`src/rtl/fetch_pkg.sv`:
```
// Shared types and constants for the instruction-fetch front end.
package fetch_pkg;

  typedef enum logic [1:0] {
    SLOT_FREE    = 2'd0,
    SLOT_PENDING = 2'd1,
    SLOT_FILLED  = 2'd2
  } slot_state_e;

  localparam logic [31:0] BASEADDR_DEFAULT = 32'h0100_0000;
  localparam int unsigned PC_INC           = 4;
  localparam logic [31:0] NOP_INSN         = 32'h0000_0013;

endpackage

```
`src/rtl/fetch_slot_queue.sv`:
```
// In-order slot ring: tail allocates at request accept, pend fills on response,
// head pops to decode. Flush frees every slot and rewinds all pointers.
//   state        | meaning
//   SLOT_FREE    | slot unused, may be allocated by tail
//   SLOT_PENDING | request accepted, waiting for memory response
//   SLOT_FILLED  | instruction returned, waiting for decode
module fetch_slot_queue
  import fetch_pkg::*;
#(
  parameter int AWIDTH = 32,
  parameter int DWIDTH = 32,
  parameter int DEPTH  = 2,
  localparam int PW    = $clog2(DEPTH),
  localparam int CW    = $clog2(DEPTH + 1)
) (
  input  logic              clk,
  input  logic              reset,
  input  logic              flush,
  input  logic              alloc,
  input  logic [AWIDTH-1:0] alloc_pc,
  input  logic              fill,
  input  logic [DWIDTH-1:0] fill_data,
  input  logic              pop,
  output logic              tail_free,
  output logic              pend_valid,
  output logic [CW-1:0]     pend_count,
  output logic              head_filled,
  output logic [DWIDTH-1:0] head_insn,
  output logic [AWIDTH-1:0] head_pc
);

  slot_state_e       state  [DEPTH];
  logic [AWIDTH-1:0] pc_q   [DEPTH];
  logic [DWIDTH-1:0] insn_q [DEPTH];
  logic [PW-1:0]     head, pend, tail;

  // alloc/fill/pop target slots in distinct states, so they never collide
  always_ff @(posedge clk or negedge reset) begin
    if (!reset) begin
      head <= '0;
      pend <= '0;
      tail <= '0;
      for (int i = 0; i < DEPTH; i++) begin
        state[i]  <= SLOT_FREE;
        pc_q[i]   <= '0;
        insn_q[i] <= '0;
      end
    end else if (flush) begin
      head <= '0;
      pend <= '0;
      tail <= '0;
      for (int i = 0; i < DEPTH; i++) state[i] <= SLOT_FREE;
    end else begin
      if (pop) begin
        state[head] <= SLOT_FREE;
        head        <= head + PW'(1);
      end
      if (fill) begin
        state[pend]  <= SLOT_FILLED;
        insn_q[pend] <= fill_data;
        pend         <= pend + PW'(1);
      end
      if (alloc) begin
        state[tail] <= SLOT_PENDING;
        pc_q[tail]  <= alloc_pc;
        tail        <= tail + PW'(1);
      end
    end
  end

  always_comb begin
    pend_count = '0;
    for (int i = 0; i < DEPTH; i++)
      if (state[i] == SLOT_PENDING) pend_count = pend_count + CW'(1);
  end

  assign tail_free   = (state[tail] == SLOT_FREE);
  assign pend_valid  = (state[pend] == SLOT_PENDING);
  assign head_filled = (state[head] == SLOT_FILLED);
  assign head_insn   = insn_q[head];
  assign head_pc     = pc_q[head];

endmodule

```
`src/rtl/fetch_queue.sv`:
```
// Fetch front end: issues in-order imem requests, buffers returned words and
// hands them to decode; a redirect flushes the queue and drops stale responses.
module fetch_queue
  import fetch_pkg::*;
#(
  parameter int                AWIDTH   = 32,
  parameter int                DWIDTH   = 32,
  parameter int                DEPTH    = 2,
  parameter logic [AWIDTH-1:0] BASEADDR = AWIDTH'(BASEADDR_DEFAULT)
) (
  input  logic              clk,
  input  logic              reset,
  output logic              imem_req_valid_o,
  input  logic              imem_req_ready_i,
  output logic [AWIDTH-1:0] imem_req_addr_o,
  input  logic              imem_rsp_valid_i,
  input  logic [DWIDTH-1:0] imem_rsp_data_i,
  input  logic              redirect_i,
  input  logic [AWIDTH-1:0] redirect_pc_i,
  output logic              insn_valid_o,
  input  logic              insn_ready_i,
  output logic [DWIDTH-1:0] insn_o,
  output logic [AWIDTH-1:0] pc_o
);

  localparam int CW  = $clog2(DEPTH + 1);
  localparam int DCW = $clog2(2 * DEPTH + 1);

  logic [AWIDTH-1:0] fetch_pc;
  logic [DCW-1:0]    drop_cnt, drop_nxt;
  logic              tail_free, pend_valid, head_filled;
  logic [CW-1:0]     pend_count;
  logic [DWIDTH-1:0] head_insn;
  logic [AWIDTH-1:0] head_pc;
  logic              req_fire, fill, pop;

  assign imem_req_valid_o = reset && tail_free && !redirect_i;
  assign imem_req_addr_o  = fetch_pc;
  assign req_fire         = imem_req_valid_o && imem_req_ready_i;
  assign pop              = head_filled && insn_ready_i;

  // a response always retires either one owed drop or the oldest pending slot
  always_comb begin
    drop_nxt = drop_cnt;
    fill     = 1'b0;
    if (redirect_i) begin
      drop_nxt = drop_cnt + DCW'(pend_count);
      if (imem_rsp_valid_i && drop_nxt != '0) drop_nxt = drop_nxt - DCW'(1);
    end else if (imem_rsp_valid_i) begin
      if (drop_cnt != '0) drop_nxt = drop_cnt - DCW'(1);
      else                fill     = pend_valid;
    end
  end

  always_ff @(posedge clk or negedge reset) begin
    if (!reset) begin
      fetch_pc <= BASEADDR;
      drop_cnt <= '0;
    end else begin
      drop_cnt <= drop_nxt;
      if (redirect_i)    fetch_pc <= {redirect_pc_i[AWIDTH-1:2], 2'b00};
      else if (req_fire) fetch_pc <= fetch_pc + AWIDTH'(PC_INC);
    end
  end

  fetch_slot_queue #(
    .AWIDTH(AWIDTH),
    .DWIDTH(DWIDTH),
    .DEPTH (DEPTH)
  ) u_slots (
    .clk        (clk),
    .reset      (reset),
    .flush      (redirect_i),
    .alloc      (req_fire),
    .alloc_pc   (fetch_pc),
    .fill       (fill),
    .fill_data  (imem_rsp_data_i),
    .pop        (pop),
    .tail_free  (tail_free),
    .pend_valid (pend_valid),
    .pend_count (pend_count),
    .head_filled(head_filled),
    .head_insn  (head_insn),
    .head_pc    (head_pc)
  );

  assign insn_valid_o = head_filled;
  assign insn_o       = head_filled ? head_insn : '0;
  assign pc_o         = head_filled ? head_pc : '0;

  rsp_has_owner: assert property (@(posedge clk) disable iff (!reset)
    !(imem_rsp_valid_i && drop_cnt == '0 && pend_count == '0))
    else $error("fetch_queue: imem response with nothing outstanding");

endmodule

```
`config.mk`:
```
export PLATFORM = sky130hd
export DESIGN_NAME = fetch_queue
export DESIGN_NICKNAME = d
export VERILOG_FILES = /design/src/rtl/fetch_pkg.sv /design/src/rtl/fetch_slot_queue.sv /design/src/rtl/fetch_queue.sv
export SDC_FILE = /design/constraint.sdc
export NUM_CORES = 1
export LEC_CHECK = 0
export ABC_AREA = 1
export ABC_CLOCK_PERIOD_IN_PS = 6430
export CORE_ASPECT_RATIO = 0.7
export CORE_MARGIN = 2
export CORE_UTILIZATION = 45
export CTS_BUF_LIST = sky130_fd_sc_hd__clkbuf_2 sky130_fd_sc_hd__clkbuf_4 sky130_fd_sc_hd__clkbuf_8
export CTS_CLUSTER_DIAMETER = 120
export DETAILED_ROUTE_END_ITERATION = 10
export GPL_TIMING_DRIVEN = 0
export PLACE_DENSITY_LB_ADDON = 0.15
export SLEW_MARGIN = 20
export SYNTH_ARGS = -nofsm -noshare
export SYNTH_HDL_FRONTEND = slang
export SYNTH_SLANG_ARGS = --single-unit
```
`constraint.sdc`:
```
create_clock -name clk -period 6.43 [get_ports clk]
set_input_delay 0.9645 -clock clk [delete_from_list [all_inputs] [get_ports clk]]
set_output_delay 0.9645 -clock clk [all_outputs]
set_load 0.1 [all_outputs]
```
==> run summary <==
Status - completed
Final max-slew violation count - 0
Yosys reg bits - 164
Worst reg2reg path depth - 14
Most common cell in the netlist - nand2_1
Seq/Total Area, Yosys - 47.0%
Number of max-cap violations - 0
DRC - 0
Unique masters post-synth - 26
DRT iter0 DRCs - 854
Nets@finish - 1,537
Dominant cell type by area after synthesis - dfrtp_1
HPWL after detailed placement - 19,200 µm
Num CTS Buffers - 17
Port buffer count - 161
Reg clk slew, reported paths - 0.09 ns
Flop pwr share - 45.8%
Layout cells sized above 1 - 4.82%
Synth Instances - 1,275
Tot Pwr - 3160 µW
Post-synthesis async set-or-reset flop share - 100%
Max VDD drop - 143 µV
Die X - 171 µm
WP data required - 5.47 ns
Htree depth - 4
Die height - 121 µm
Worst-skew pair later-pin latency - 0.47 ns
Fillers - 1,843
Grt ovf - 0
Die area - 0.0206 mm²
CORE AREA - 0.0190 mm²
F_max - 222 MHz
Cell Int Power - 1990 µW
Worst-margin pin slew - 1.02 ns
Clk sink count - 164
CTS Root Cell - clkbuf_8
Clk_skew - 0.00991 ns
Power Density - 283 mW/mm²
Area growth syn-to-layout - 27.6%
Setup Total Neg Slack - 0 ns
Switch share - 36.9%
DR vias - 8,522
Max-slew headroom - 31.7%
Post-DRT Antenna Nets - 0
Primary FF master, synth - dfrtp_1
Leakage - 0.00593 µW
Sw Pwr - 1160 µW
Comb power frac - 28.6%
Post-Route WL - 25,900 µm
Vias in the first global route - 7,677
Synth area leaders - dfrtp_1 47%, nand2_1 26%, inv_1 6.9%
Post-CTS Setup Bufs - 0
RSZ-0062 raised after global routing - no
Initial DRT Pass Iterations - 5
TritonCTS clock tree - built
Avg Cell Area, Syn - 6.85 µm²
Total GRT Usage - 26.1%
Final critical-path share of the clock period - 70.1%
Starting Density - 46.0%
Clock power share - 25.5%
First-pass GRT wire length - 41,200 µm
Synthesis Warnings - 0
PostCTS Resize Cnt - 0
Placer Congestion - 0.982
WL per Instance - 14.9 µm
Post-synth top cells - 597 x nand2_1, 163 x dfrtp_1, 160 x inv_1
EDFF count, synth - 0
Min cycle time layout - 4.51 ns
Area share of the largest cell type after synthesis - 46.7%
Vias per inst - 4.91
Clock Tree Buf Depth - 2
# setup viols final - 0
Ant diodes - 0
IO Count - 168
Min-delay worst type - in -> async
Hold buffers post-CTS - 0
Fin Hold WS - 0.445 ns
Final Hold Fails - 0
WP data arrival - 3.54 ns
Worst-path fanout max - 10
# rows - 42
Largest net degree at the start of global routing - 88
Worst setup SP type - register
Nature of the critical path endpoint - output pin
Setup Crit Path Kind - reg -> out
Mapped cell area - 0.00873 mm²
Initial antenna violation count - 0
## routing by layer
layer	vias up	GRT usage [%]	share of wire, %
li1	4245	-	-
met1	3952	40.6	49
met2	302	35.9	41
met3	23	6.81	8.4
met4	0	6.09	0.94
met5	-	0	0
## critical path, stage by stage (launching register included)
cell and delay, ns:
dfrtp_1 0.38, inv_1 0.10, clkbuf_1 0.46, clkbuf_1 0.59
nand2_1 0.12, nand2_1 0.16, nand2_1 0.07, inv_1 0.07
clkdlybuf4s50_1 1.12
## power by group through the flow
stage / combinational, µW / clock (µW) / sequential [µW]
2_1_floorplan: 504 / 0 / 1580
3_3_place_gp: 882 / 0 / 1460
3_5_place_dp: 902 / 0 / 1460
4_1_cts: 906 / 816 / 1440
5_1_grt: 1020 / 859 / 1480
6_report: 903 / 806 / 1450
## layout make-up
cell class	instances	area, µm²	area share [%]
timing repair buffer	162	1640	14.8
sequential	164	4110	36.8
clock buffer	18	248	2.22
multi-input combinational	890	3740	33.6
tap	264	330	2.96
buffer	61	284	2.55
clock inverter	14	178	1.59
inverter	163	612	5.49
## path summary, 6_finish.rpt
kind	startpoint	endpoint	slack, ns
setup / recovery	u_slots.head	pc_o[21]	1.92
hold / removal	reset	u_slots.insn_q[8]	0.45
setup reg to reg	u_slots.state[2]	drop_cnt[1]	3.63
hold reg to reg	u_slots.insn_q[32]	u_slots.insn_q[32]	0.49
max in group asynchronous	reset	u_slots.insn_q[31]	5.12
min in group clk	u_slots.insn_q[32]	u_slots.insn_q[32]	0.49
## layout by cell type (no fill, tap or decap), types with 17 or more instances in the layout
cell type and instances:
nor2_1 59, o21ai_1 104, o21ai_0 37, clkdlybuf4s50_1 160, dfrtp_1 163, nand3_1 58, nand2_1 597, inv_1 160
buf_2 17, clkbuf_8 18, clkbuf_1 30
## logic make-up after synthesis
group,count (synthesis),share of synthesized area [%]
compound gates,153,9.01
xor+xnor,3,0.301
fa+ha+maj,8,1.23
buf+inv,224,10.3
flops,164,47.0
other cells,1,0.0429
simple gates,722,32.1
## state kept, by name, summed over array words and instances (netlist names)
signal	flops
imem_req_addr_o	30
u_slots.pend	1
u_slots.state	4
u_slots.pc_q	60
u_slots.tail	1
u_slots.insn_q	64
drop_cnt	3
u_slots.head	1
## through the flow
| step | utilization [%] | worst slack (ns) | area, µm² | instances |
|---|---|---|---|---|
| final | 58.7 | 1.92 | 11100 | 1736 |
| after CTS | 58.7 | 1.89 | 11100 | 1736 |
| after floorplan | - | 3.44 | 8740 | 1278 |
| after detailed placement | 56.5 | 1.90 | 10700 | 1704 |
| after global placement | 56.3 | -3.39 | 10700 | 1703 |
| after global routing | 58.7 | 1.71 | 11100 | 1736 |
Power figures use the tool's default switching activity.
